File: src/rtl/cpumc_arb_if.sv
// CPU memory-controller bus bundle: CPU and DMA master inputs plus the arbitrated bus outputs.
interface cpumc_arb_if #(
  parameter int unsigned STALL_W = 16
);
  logic [15:0]        cpu_a_in;
  logic               cpu_r_nw_in;
  logic [7:0]         cpu_d_in;
  logic               hci_req_in;
  logic [15:0]        hci_a_in;
  logic               hci_r_nw_in;
  logic [7:0]         hci_d_in;
  logic               dmc_req_in;
  logic [15:0]        dmc_a_in;
  logic               sprdma_req_in;
  logic [15:0]        sprdma_a_in;
  logic               sprdma_r_nw_in;
  logic [7:0]         sprdma_d_in;
  logic [2:0]         gnt_out;
  logic               cpu_ready_out;
  logic [15:0]        cpumc_a_out;
  logic               cpumc_r_nw_out;
  logic [7:0]         cpumc_d_out;
  logic [STALL_W-1:0] stall_cnt_out;
  logic               timeout_out;

  modport slave (
    input  cpu_a_in, cpu_r_nw_in, cpu_d_in,
    input  hci_req_in, hci_a_in, hci_r_nw_in, hci_d_in,
    input  dmc_req_in, dmc_a_in,
    input  sprdma_req_in, sprdma_a_in, sprdma_r_nw_in, sprdma_d_in,
    output gnt_out, cpu_ready_out, cpumc_a_out, cpumc_r_nw_out, cpumc_d_out,
    output stall_cnt_out, timeout_out
  );

  modport master (
    output cpu_a_in, cpu_r_nw_in, cpu_d_in,
    output hci_req_in, hci_a_in, hci_r_nw_in, hci_d_in,
    output dmc_req_in, dmc_a_in,
    output sprdma_req_in, sprdma_a_in, sprdma_r_nw_in, sprdma_d_in,
    input  gnt_out, cpu_ready_out, cpumc_a_out, cpumc_r_nw_out, cpumc_d_out,
    input  stall_cnt_out, timeout_out
  );
endinterface

File: src/rtl/cpumc_arb.sv
// Registered request/grant arbiter for the cpumc bus: HCI, DMC and sprite DMA versus the CPU,
// with DMA takeover aligned to CPU read cycles and a guaranteed CPU turnaround cycle.
module cpumc_arb #(
  parameter int unsigned TIMEOUT = 1024,
  parameter int unsigned STALL_W = 16
) (
  input  logic        clk_in,
  input  logic        rst_in,
  cpumc_arb_if.slave  bus
);

  localparam int unsigned CNT_W = $clog2(TIMEOUT + 1);

  typedef enum logic [1:0] {ST_IDLE, ST_WAIT_RD, ST_OWN, ST_TURN} state_e;
  typedef enum logic [1:0] {M_HCI, M_DMC, M_SPR} mst_e;

  state_e             state_q, state_d;
  mst_e               owner_q, owner_d;
  logic [2:0]         gnt_q, gnt_d;
  logic               ready_q, ready_d;
  logic [CNT_W-1:0]   own_cnt_q, own_cnt_d;
  logic               timeout_q, timeout_d;
  logic [STALL_W-1:0] stall_q, stall_d;
  logic               owner_req;
  logic               dma_own;

  function automatic logic [2:0] onehot(mst_e m);
    logic [2:0] g;
    case (m)
      M_HCI:   g = 3'b100;
      M_DMC:   g = 3'b010;
      default: g = 3'b001;
    endcase
    return g;
  endfunction

  // Request level of whichever master is latched as winner/owner.
  always_comb begin
    owner_req = 1'b0;
    case (owner_q)
      M_HCI:   owner_req = bus.hci_req_in;
      M_DMC:   owner_req = bus.dmc_req_in;
      default: owner_req = bus.sprdma_req_in;
    endcase
  end

  // Next-state logic; grant and READY are registered from the next state.
  always_comb begin
    state_d = state_q;
    owner_d = owner_q;
    gnt_d   = 3'b000;
    ready_d = 1'b1;
    case (state_q)
      ST_IDLE: begin
        if (bus.hci_req_in) begin
          state_d = ST_OWN;
          owner_d = M_HCI;
        end else if (bus.dmc_req_in) begin
          state_d = ST_WAIT_RD;
          owner_d = M_DMC;
        end else if (bus.sprdma_req_in) begin
          state_d = ST_WAIT_RD;
          owner_d = M_SPR;
        end
      end
      ST_WAIT_RD: begin
        if (!owner_req) begin
          state_d = ST_IDLE;
        end else if (bus.cpu_r_nw_in) begin
          state_d = ST_OWN;
        end
      end
      ST_OWN: begin
        if (!owner_req) begin
          state_d = ST_TURN;
        end
      end
      ST_TURN: state_d = ST_IDLE;
      default: state_d = ST_IDLE;
    endcase
    if (state_d == ST_OWN) begin
      gnt_d   = onehot(owner_d);
      ready_d = 1'b0;
    end
  end

  assign dma_own = (state_q == ST_OWN) && (owner_q != M_HCI);

  // Owned-cycle watchdog for DMA masters and saturating CPU stall statistics.
  always_comb begin
    own_cnt_d = own_cnt_q;
    timeout_d = timeout_q;
    stall_d   = stall_q;
    if ((state_q != ST_OWN) && (state_d == ST_OWN)) begin
      own_cnt_d = '0;
    end else if (dma_own && (own_cnt_q != CNT_W'(TIMEOUT))) begin
      own_cnt_d = own_cnt_q + CNT_W'(1);
    end
    if (dma_own && (own_cnt_d == CNT_W'(TIMEOUT))) begin
      timeout_d = 1'b1;
    end
    if (!ready_q && (stall_q != '1)) begin
      stall_d = stall_q + STALL_W'(1);
    end
  end

  always_ff @(posedge clk_in) begin
    if (rst_in) begin
      state_q   <= ST_IDLE;
      owner_q   <= M_HCI;
      gnt_q     <= 3'b000;
      ready_q   <= 1'b1;
      own_cnt_q <= '0;
      timeout_q <= 1'b0;
      stall_q   <= '0;
    end else begin
      state_q   <= state_d;
      owner_q   <= owner_d;
      gnt_q     <= gnt_d;
      ready_q   <= ready_d;
      own_cnt_q <= own_cnt_d;
      timeout_q <= timeout_d;
      stall_q   <= stall_d;
    end
  end

  // Bus mux follows the registered state; DMC is forced to read with zero write data.
  always_comb begin
    bus.cpumc_a_out    = bus.cpu_a_in;
    bus.cpumc_r_nw_out = bus.cpu_r_nw_in;
    bus.cpumc_d_out    = bus.cpu_d_in;
    if (state_q == ST_OWN) begin
      case (owner_q)
        M_HCI: begin
          bus.cpumc_a_out    = bus.hci_a_in;
          bus.cpumc_r_nw_out = bus.hci_r_nw_in;
          bus.cpumc_d_out    = bus.hci_d_in;
        end
        M_DMC: begin
          bus.cpumc_a_out    = bus.dmc_a_in;
          bus.cpumc_r_nw_out = 1'b1;
          bus.cpumc_d_out    = 8'h00;
        end
        default: begin
          bus.cpumc_a_out    = bus.sprdma_a_in;
          bus.cpumc_r_nw_out = bus.sprdma_r_nw_in;
          bus.cpumc_d_out    = bus.sprdma_d_in;
        end
      endcase
    end
  end

  assign bus.gnt_out       = gnt_q;
  assign bus.cpu_ready_out = ready_q;
  assign bus.stall_cnt_out = stall_q;
  assign bus.timeout_out   = timeout_q;

endmodule

File: src/flat_wrapper.sv
// flat-port wrapper written by rule: the top's interface ports become plain ports
module cpumc_arb_flat 
#(
  parameter int unsigned TIMEOUT = 1024,
  parameter int unsigned STALL_W = 16
)
  (clk_in, rst_in, bus_cpu_a_in, bus_cpu_r_nw_in, bus_cpu_d_in, bus_hci_req_in, bus_hci_a_in, bus_hci_r_nw_in, bus_hci_d_in, bus_dmc_req_in, bus_dmc_a_in, bus_sprdma_req_in, bus_sprdma_a_in, bus_sprdma_r_nw_in, bus_sprdma_d_in, bus_gnt_out, bus_cpu_ready_out, bus_cpumc_a_out, bus_cpumc_r_nw_out, bus_cpumc_d_out, bus_stall_cnt_out, bus_timeout_out);
  cpumc_arb_if #(.STALL_W(STALL_W)) bus_i ();
  input  logic clk_in;
  input  logic rst_in;
  input wire logic [$bits(bus_i.cpu_a_in)-1:0] bus_cpu_a_in;
  input wire logic [$bits(bus_i.cpu_r_nw_in)-1:0] bus_cpu_r_nw_in;
  input wire logic [$bits(bus_i.cpu_d_in)-1:0] bus_cpu_d_in;
  input wire logic [$bits(bus_i.hci_req_in)-1:0] bus_hci_req_in;
  input wire logic [$bits(bus_i.hci_a_in)-1:0] bus_hci_a_in;
  input wire logic [$bits(bus_i.hci_r_nw_in)-1:0] bus_hci_r_nw_in;
  input wire logic [$bits(bus_i.hci_d_in)-1:0] bus_hci_d_in;
  input wire logic [$bits(bus_i.dmc_req_in)-1:0] bus_dmc_req_in;
  input wire logic [$bits(bus_i.dmc_a_in)-1:0] bus_dmc_a_in;
  input wire logic [$bits(bus_i.sprdma_req_in)-1:0] bus_sprdma_req_in;
  input wire logic [$bits(bus_i.sprdma_a_in)-1:0] bus_sprdma_a_in;
  input wire logic [$bits(bus_i.sprdma_r_nw_in)-1:0] bus_sprdma_r_nw_in;
  input wire logic [$bits(bus_i.sprdma_d_in)-1:0] bus_sprdma_d_in;
  output wire logic [$bits(bus_i.gnt_out)-1:0] bus_gnt_out;
  output wire logic [$bits(bus_i.cpu_ready_out)-1:0] bus_cpu_ready_out;
  output wire logic [$bits(bus_i.cpumc_a_out)-1:0] bus_cpumc_a_out;
  output wire logic [$bits(bus_i.cpumc_r_nw_out)-1:0] bus_cpumc_r_nw_out;
  output wire logic [$bits(bus_i.cpumc_d_out)-1:0] bus_cpumc_d_out;
  output wire logic [$bits(bus_i.stall_cnt_out)-1:0] bus_stall_cnt_out;
  output wire logic [$bits(bus_i.timeout_out)-1:0] bus_timeout_out;
  assign bus_i.cpu_a_in = bus_cpu_a_in;
  assign bus_i.cpu_r_nw_in = bus_cpu_r_nw_in;
  assign bus_i.cpu_d_in = bus_cpu_d_in;
  assign bus_i.hci_req_in = bus_hci_req_in;
  assign bus_i.hci_a_in = bus_hci_a_in;
  assign bus_i.hci_r_nw_in = bus_hci_r_nw_in;
  assign bus_i.hci_d_in = bus_hci_d_in;
  assign bus_i.dmc_req_in = bus_dmc_req_in;
  assign bus_i.dmc_a_in = bus_dmc_a_in;
  assign bus_i.sprdma_req_in = bus_sprdma_req_in;
  assign bus_i.sprdma_a_in = bus_sprdma_a_in;
  assign bus_i.sprdma_r_nw_in = bus_sprdma_r_nw_in;
  assign bus_i.sprdma_d_in = bus_sprdma_d_in;
  assign bus_gnt_out = bus_i.gnt_out;
  assign bus_cpu_ready_out = bus_i.cpu_ready_out;
  assign bus_cpumc_a_out = bus_i.cpumc_a_out;
  assign bus_cpumc_r_nw_out = bus_i.cpumc_r_nw_out;
  assign bus_cpumc_d_out = bus_i.cpumc_d_out;
  assign bus_stall_cnt_out = bus_i.stall_cnt_out;
  assign bus_timeout_out = bus_i.timeout_out;
  cpumc_arb #(.TIMEOUT(TIMEOUT), .STALL_W(STALL_W)) u_core (.clk_in(clk_in), .rst_in(rst_in), .bus(bus_i));
endmodule
File: config.mk
export PLATFORM = sky130hd
export DESIGN_NAME = cpumc_arb_flat
export DESIGN_NICKNAME = d
export VERILOG_FILES = /design/src/rtl/cpumc_arb_if.sv /design/src/rtl/cpumc_arb.sv /design/src/flat_wrapper.sv
export SDC_FILE = /design/constraint.sdc
export NUM_CORES = 1
export LEC_CHECK = 0
export ABC_AREA = 1
export CORE_AREA = 5 5 89 91
export CTS_CLUSTER_DIAMETER = 150
export DETAILED_ROUTE_END_ITERATION = 12
export DIE_AREA = 0 0 94 96
export PLACE_DENSITY = 0.88
export SLEW_MARGIN = 0
export SYNTH_ARGS = -nofsm -noshare
export SYNTH_HDL_FRONTEND = slang
export SYNTH_SLANG_ARGS = --single-unit
File: constraint.sdc
create_clock -name clk_in -period 2.1 [get_ports clk_in]
set_input_delay 0.42 -clock clk_in [delete_from_list [all_inputs] [get_ports clk_in]]
set_output_delay 0.42 -clock clk_in [all_outputs]
set_load 0.05 [all_outputs]
Word level (Yosys, flattened, before mapping)

Cells that the tools add are included.
Widths: inputs -> output; s select.

Register bits: 36
Bits of input ports: 96
Output and inout port bits: 46
Logic and storage cells: 53

Add/sub/neg operators: 2
Eq/ne operators: 10
Muxes and demuxes: 22
Bitwise operators: 1
Reduce and logical (&&, ||, !) cells: 11

Operator list:

| operator              | count |
|---|---|
| $pmux 16 s2           | 1 |
| $mux 11               | 2 |
| $mux 2                | 10 |
| $add 16x1->16 const B | 1 |
| $mux 16               | 1 |
| $ne 16x16->1 const B  | 1 |
| $pmux 8 s2            | 1 |
| $add 11x1->11 const B | 1 |
| $eq 11x11->1 const B  | 1 |
| $ne 11x11->1 const B  | 1 |
| $mux 8                | 1 |
| $pmux 2 s4            | 1 |
| $eq 2x1->1 const B    | 3 |
| $eq 2x2->1 const B    | 3 |
| $logic_not 2->1       | 3 |
| $pmux 3 s2            | 1 |
| $logic_and 1x1->1     | 5 |
| $pmux 1 s2            | 2 |
| $mux 1                | 2 |
| $ne 2x2->1 const B    | 1 |
| $reduce_bool 2->1     | 1 |
| $reduce_or 2->1       | 1 |
| $logic_not 1->1       | 1 |
| $not 1->1             | 1 |

Longest topological paths before layout

Gate-level depths: netlist of run 1.

Depth after elaboration: 9
Mapped depth: 14

Least setup slack after synthesis of run 1

OpenSTA, ideal clock, no wires.

Path type: register to output
Start: register u_core.state_q[0]
End: output port bus_cpumc_r_nw_out
Arrival time: 1849 ps
Data required time: 1680 ps
Path slack: -169 ps
Cell stages (with the launch flop): 4
Path buffers: 1
Cells stage by stage: dfxtp_1 nor2_8 buf_1 o21ai_0

Longest elaborated chain between the ends: 2

RTL lines:

| item                     | line               | source |
|---|---|---|
| start: declaration       | cpumc_arb.sv:17    | `state_e state_q, state_d;` |
| start signal: assignment | cpumc_arb.sv:117   | `state_q <= state_d;` |
| $eq 2x2->1               | cpumc_arb.sv:132   | `if (state_q == ST_OWN) begin` |
| $mux 1                   | cpumc_arb.sv:132   |  |
| end: declaration         | flat_wrapper.sv:27 | `output wire logic [$bits(bus_i.cpumc_r_nw_out)-1:0] bus_cpumc_r_nw_out;` |

Every way passes these cells.

Worst setup path after layout of run 1

Start: register u_core.state_q[0]
End: output port bus_cpumc_a_out[15]

Longest elaborated chain between the ends: 2

RTL lines:

| item             | line               | source |
|---|---|---|
| $eq 2x2->1       | cpumc_arb.sv:132   |  |
| $mux 16          | cpumc_arb.sv:132   |  |
| end: declaration | flat_wrapper.sv:26 | `output wire logic [$bits(bus_i.cpumc_a_out)-1:0] bus_cpumc_a_out;` |

Every way passes these cells.

==> results of run 1 <==
## through the flow
stage,instance area (sq um),total power [mW],instances
floorplan,2840,1.48,453
global placement,4640,2.12,688
detailed placement,4640,2.15,688
CTS,4770,2.67,699
global route,4810,2.78,699
finish,4810,2.68,699
## state kept, by name (all words and copies together), names as in the netlist
name                      flops
u_core.bus.gnt_out            3
u_core.own_cnt_q             11
u_core.state_q                2
u_core.bus.cpu_ready_out      1
u_core.bus.stall_cnt_out     16
u_core.bus.timeout_out        1
u_core.owner_q                2
## power by group
group | switching [mW] | leakage, nW | internal (mW)
Sequential | 0.0279 | 0.293 | 0.711
Combinational | 0.779 | 1.65 | 0.651
Clock | 0.250 | 0.0445 | 0.267
Total | 1.06 | 1.99 | 1.63
## synthesized netlist by cell type, types with 8 or more instances
cell	number
nand2_1	156
nor2_1	71
inv_1	49
dfxtp_1	36
nand3_1	19
a21oi_1	18
a41oi_1	16
o21ai_0	11
a31oi_1	8
clkbuf_1	8
xor2_1	8
## layout make-up
class,instances,area (sq um)
clock buffer,7,86.3
multi-input combinational,348,1870
sequential,36,726
timing repair buffer,156,1800
tap,99,124
clock inverter,1,7.51
fill,534,2250
inverter,52,196
## cells by family (layout without fill, tap and decap cells)
logic type	after synthesis	after routing
DFF	36	36
buffers and inverters	69	216
AOI/OAI and AO/OA	60	60
adders and majority gates	3	3
xor gates and xnor gates	13	13
and+or+nand+nor	272	272
## worst min path at each step
stage,from,endpoint,cells after the start
floorplan,u_core.own_cnt_q[1],u_core.own_cnt_q[1],2
detailed placement,u_core.bus.timeout_out,u_core.bus.timeout_out,2
global placement,u_core.bus.timeout_out,u_core.bus.timeout_out,2
global route,u_core.bus.timeout_out,u_core.bus.timeout_out,2
finish,u_core.bus.timeout_out,u_core.bus.timeout_out,2
CTS,u_core.bus.timeout_out,u_core.bus.timeout_out,2
## critical path: stages (launching register included)
cell,delay [ps]
dfxtp_1,510
nor2_8,80
buf_12,150
buf_4,150
a41oi_2,250
buf_12,170
## timing repair
action | CTS | global route
buffers inserted | 3 | 0
setup endpoints to repair | 14 | 30
gates resized for setup | 0 | 11
pin swaps | 1 | 0
## routing by layer
layer,GRT usage (%),part of all wire [%],vias up
met2,40.6,54,150
met5,0,0,-
li1,-,-,1734
met3,6.33,7.4,28
met4,6.74,2.3,0
met1,21.8,36,1580
==> results.md, run 1 <==
- Io pins: 142
- Number of buffers created by CTS: 5
- CP arrival: 1610 ps
- Core box area: 0.00706 sq mm
- Tcrit/Tclk final: 96.7%
- Vias in the first global route: 3540
- # H-tree levels: 2
- Pin count of the biggest net entering global routing: 27
- Slew headroom: 62.8%
- Final #Nets: 698
- Initial antenna violation count: 0
- Congestion Overflow GR: 0
- HPWL after DPL: 8.06 mm
- Crit path to: bus_cpumc_a_out[15]
- Status: finished, final reports clean
- Initial Utilization: 38.4%
- Worst skew pair latency: 290 ps
- Worst hold path class: register to register
- Vias per inst: 5.00
- Clock sink total: 36
- Slew Limit Fails: 0
- WHS: 452 ps
- Final worst-path setup slack: 70.0 ps
- Syn nets: 552
- Post-DRT Antenna Nets: 0
- Worst reg2reg setup slack: 240 ps
- Achievable Freq: 493 MHz
- Syn Inst Count: 453
- Remaining DRCs: 0
- Ys async rst share: 0%
- Largest family of logic cells by synthesized area: simple AND/OR/NAND/NOR gates
- Util after Layout: 68.2%
- Global-route wire length before repair: 15.5 mm
- Post-place setup slack: -43.4 ps
- Worst vdd ir: 324 uV
- XOR/XNOR Fraction of Synth Area: 4.21%
- Unrepaired setup endpoints after global routing: false
- Compound-Gate Fraction of Synth Area: 15.0%
- Mux contribution to synthesized area: 0%
- Crit. End Element: output pin
- FF-to-FF End: u_core.bus.timeout_out
- Die Y-Extent: 96 um
- Via Count: 3492
- Largest cells by area after synthesis: dfxtp_1, nand2_1, nor2_1, inv_1, a41oi_1
- Drt first pass iters: 4
- Worst Skew: 4.74 ps
- Most common cell after layout, fill and taps aside: nand2_1
- Crit Path Category: register to output pin
- Synth-to-Final Area Change: 77.7%
- Max-cap check violation count: 0
- Post-synth top area share: 26.6%
- Measured slew at the worst slew-check pin: 557 ps
- Simple-Gate Fraction of Synth Area: 42.3%
- Chip Width: 94 um
- GPL Wtd Cong: 0.904
- Yosys warns: 0
- Register area share after synthesis: 26.6%
- Row Count: 31
- Iter 0 DRT Violations: 284
- Syn Area/Cell: 5.98 sq um
- Final TNS setup: 0 ps
- Drt wl/cell: 14.0 um
- Crit path required time: 1680 ps
- Distinct cells, synth: 33
- Post-Syn Area: 0.00271 sq mm
- Endpoints failing hold: 0
- Largest area contributor in the netlist: dfxtp_1
- R2R depth: 12
- Leak: 1.99 nW
- Worst Setup SP: u_core.state_q[0]
- Period minus WS final: 2030 ps
- Main synth FF type: dfxtp_1
- CTS root buffer: clkbuf_8
- Layout cells sized above 1: 15.8%
- GR Util All Layers: 21.1%
- Crit path launch type: register
- Max Buffers Root-to-Sink: 2
- Most frequent cells in the layout: nand2_1, clkdlybuf4s50_1, nor2_1
- Max FO, Critical Path: 8
- CTS tree: done
- Full die area: 0.00902 sq mm
- Seq cells post-synth: 36
- Adder-cell share of the synthesized area: 1.39%
- Reg clk slew, reported paths: 70 ps
- Final setup violation count: 0
- DRT Wirelength: 9.79 mm
- EDFF count, synth: 0
- Number of port buffers: 141
- Launching point of the worst reg2reg path: u_core.state_q[1]
- Cts hold-fix bufs: 0
- PwrDens: 558 mW/mm^2
- Antenna Cells: 0
(Power assumes the default switching activity.)
==> run 2: changes to the inputs <==
Settings changed: CORE_AREA 5 5 89 91 to 2 2 86 88, DIE_AREA 0 0 94 96 to 0 0 88 90.
==> results.md, run 2 (same netlist as run 1, synthesis figures left out) <==
- Row Count: 31 (unchanged)
- Reg clk slew, reported paths: 60 ps (about the same)
- Worst reg2reg setup slack: 170 ps (-70 ps)
- Cell mode on critical path: buf_12
- Measured slew at the worst slew-check pin: 549 ps (-7.73 ps)
- Core box area: 0.00702 sq mm (-0.55%)
- Placed cell area: 0.00461 sq mm (-0.59%)
- WHS Path Cells: 2 (unchanged)
- Post-DRT Antenna Nets: 0 (unchanged)
- Drt wl/cell: 14.8 um (+5.4%)
- Slowest-stage cell, CP: dfxtp_1
- Final worst-path setup slack: 46.8 ps (-23.2 ps)
- Chip Width: 88 um (-6.4%)
- Antenna Cells: 0 (unchanged)
- Achievable Freq: 487 MHz (-1.1%)
- GPL Wtd Cong: 0.926 (+2.4%)
- Via Count: 3630 (+4.0%)
- Slew Limit Fails: 0 (unchanged)
- Slew headroom: 63.3% (+0.52 points)
- DRT Wirelength: 10.3 mm (+5.0%)
- Worst vdd ir: 360 uV (+11%)
- Tcrit/Tclk final: 97.8% (+1.1 points)
- Congestion Overflow GR: 0 (unchanged)
- CTS root buffer: clkbuf_8
- HPWL after DPL: 7.88 mm (-2.2%)
- Layout cells sized above 1: 15.4% (-0.42 points)
- Status: finished, final reports clean
- Max FO, Critical Path: 18 (+10)
- Instance count on the critical path: 6 (+1)
- Vias per inst: 5.22 (+4.4%)
- Cts hold-fix bufs: 0 (unchanged)
- Full die area: 0.00792 sq mm (-12%)
- Clock sink total: 36 (unchanged)
- PwrDens: 548 mW/mm^2 (-1.7%)
- Worst hold path class: register to register
- Largest stage delay, worst path: 400 ps (-110 ps)
- Pwr Total: 2.63 mW (-1.9%)
- Crit Path Category: register to output pin
- Die Y-Extent: 90 um (-6.3%)
- CP arrival: 1630 ps (+20 ps)
- # H-tree levels: 2 (unchanged)
- Final setup violation count: 0 (unchanged)
- Bufs and invs on worst path: 3 (unchanged)
- Crit-path cells: inv_2, nor2_8, buf_12, nor2_1, a41oi_2, buf_12
- Initial Utilization: 38.6% (+0.21 points)
- CP top delay family: buffers and inverters
- GR Util All Layers: 24.5% (+3.4 points)
- Iter 0 DRT Violations: 338 (+19%)
- Initial antenna violation count: 0 (unchanged)
- Period minus WS final: 2050 ps (+23.2 ps)
- Final #Nets: 696 (-0.29%)
- Number of buffers created by CTS: 5 (unchanged)
- Most common cell after layout, fill and taps aside: nand2_1
- Drt first pass iters: 6 (+2)
- Max Buffers Root-to-Sink: 2 (unchanged)
- CTS tree: done
- R2R depth: 11 (-1)
- Util after Layout: 68.4% (+0.25 points)
- Vias in the first global route: 3531 (-0.25%)
- Post-place setup slack: 32.5 ps (+75.9 ps)
- WHS: 458 ps (+5.90 ps)
- Final std cell area, no fill: 0.00480 sq mm (-0.18%)
- Global-route wire length before repair: 15.7 mm (+1.3%)
- Final Non-Filler Cells: 696 (-0.43%)
- Worst skew pair latency: 280 ps (about the same)
- Crit. End Element: output pin
- Remaining DRCs: 0 (unchanged)
- Max-cap check violation count: 0 (unchanged)
- Max reg flops: 16 (unchanged)
- Synth-to-Final Area Change: 77.4%
- Endpoints failing hold: 0 (unchanged)
- Crit path required time: 1680 ps (about the same)
- Leak: 1.96 nW (-1.2%)
- Worst Skew: 6.94 ps (+2.20 ps)
- Pin count of the biggest net entering global routing: 35 (+30%)
- Placed Instances: 686 (-0.29%)
- Most frequent cells in the layout: nand2_1, clkdlybuf4s50_1, nor2_1
- Final TNS setup: 0 ps (unchanged)
- Io pins: 142 (unchanged)
- Number of port buffers: 141 (unchanged)
- Crit path launch type: register
run 2: cell types whose count changed in the layout (fill, tap and decap cells not counted), sizes merged:
cell and delta:
buf -3, inv +1, clkinvlp -1
run 2: tightest hold or removal path: cells and delay by family (launching register included):
family          cells  cell delay (ps)
flops               1              310
compound gates      1               50
buf+inv             1               50
run 2: timing repair:
item                       4_1_cts  5_1_grt
buffers inserted                 2        0
pin swaps                        1        1
cloned                           0        1
gates resized for setup          3       13
setup endpoints to repair        9       18
run 2: report_power, final:
part           total [mW]  switching [mW]  internal, mW  leakage, nW
registers           0.741          0.0306         0.710        0.293
logic                1.44           0.790         0.653         1.63
clock network       0.450           0.224         0.225       0.0410
run 2: worst paths after layout:
path | start | to
worst max register to register | u_core.bus.stall_cnt_out[1] | u_core.bus.stall_cnt_out[0]
worst max-delay path | u_core.state_q[1] | bus_cpumc_a_out[2]
worst min-delay path | u_core.bus.timeout_out | u_core.bus.timeout_out
worst min register to register | u_core.bus.timeout_out | u_core.bus.timeout_out
run 2: final cells by class:
| class | count | area, sq um |
|---|---|---|
| multi-input cells | 348 | 1870 |
| clock inverters | 1 | 5.00 |
| inverters | 52 | 198 |
| fillers | 531 | 2220 |
| repair buffers | 154 | 1810 |
| clock buffers | 6 | 72.6 |
| well taps | 99 | 124 |
| flip-flops and latches | 36 | 724 |
run 2: routing by layer:
metal  global-route usage [%]  wire length (um)  vias up
li1                         -                 -     1736
met1                     26.3              3710     1682
met2                     45.3              5570      182
met3                     5.51               647       30
met4                     8.97               344        0
met5                        0                 0        -
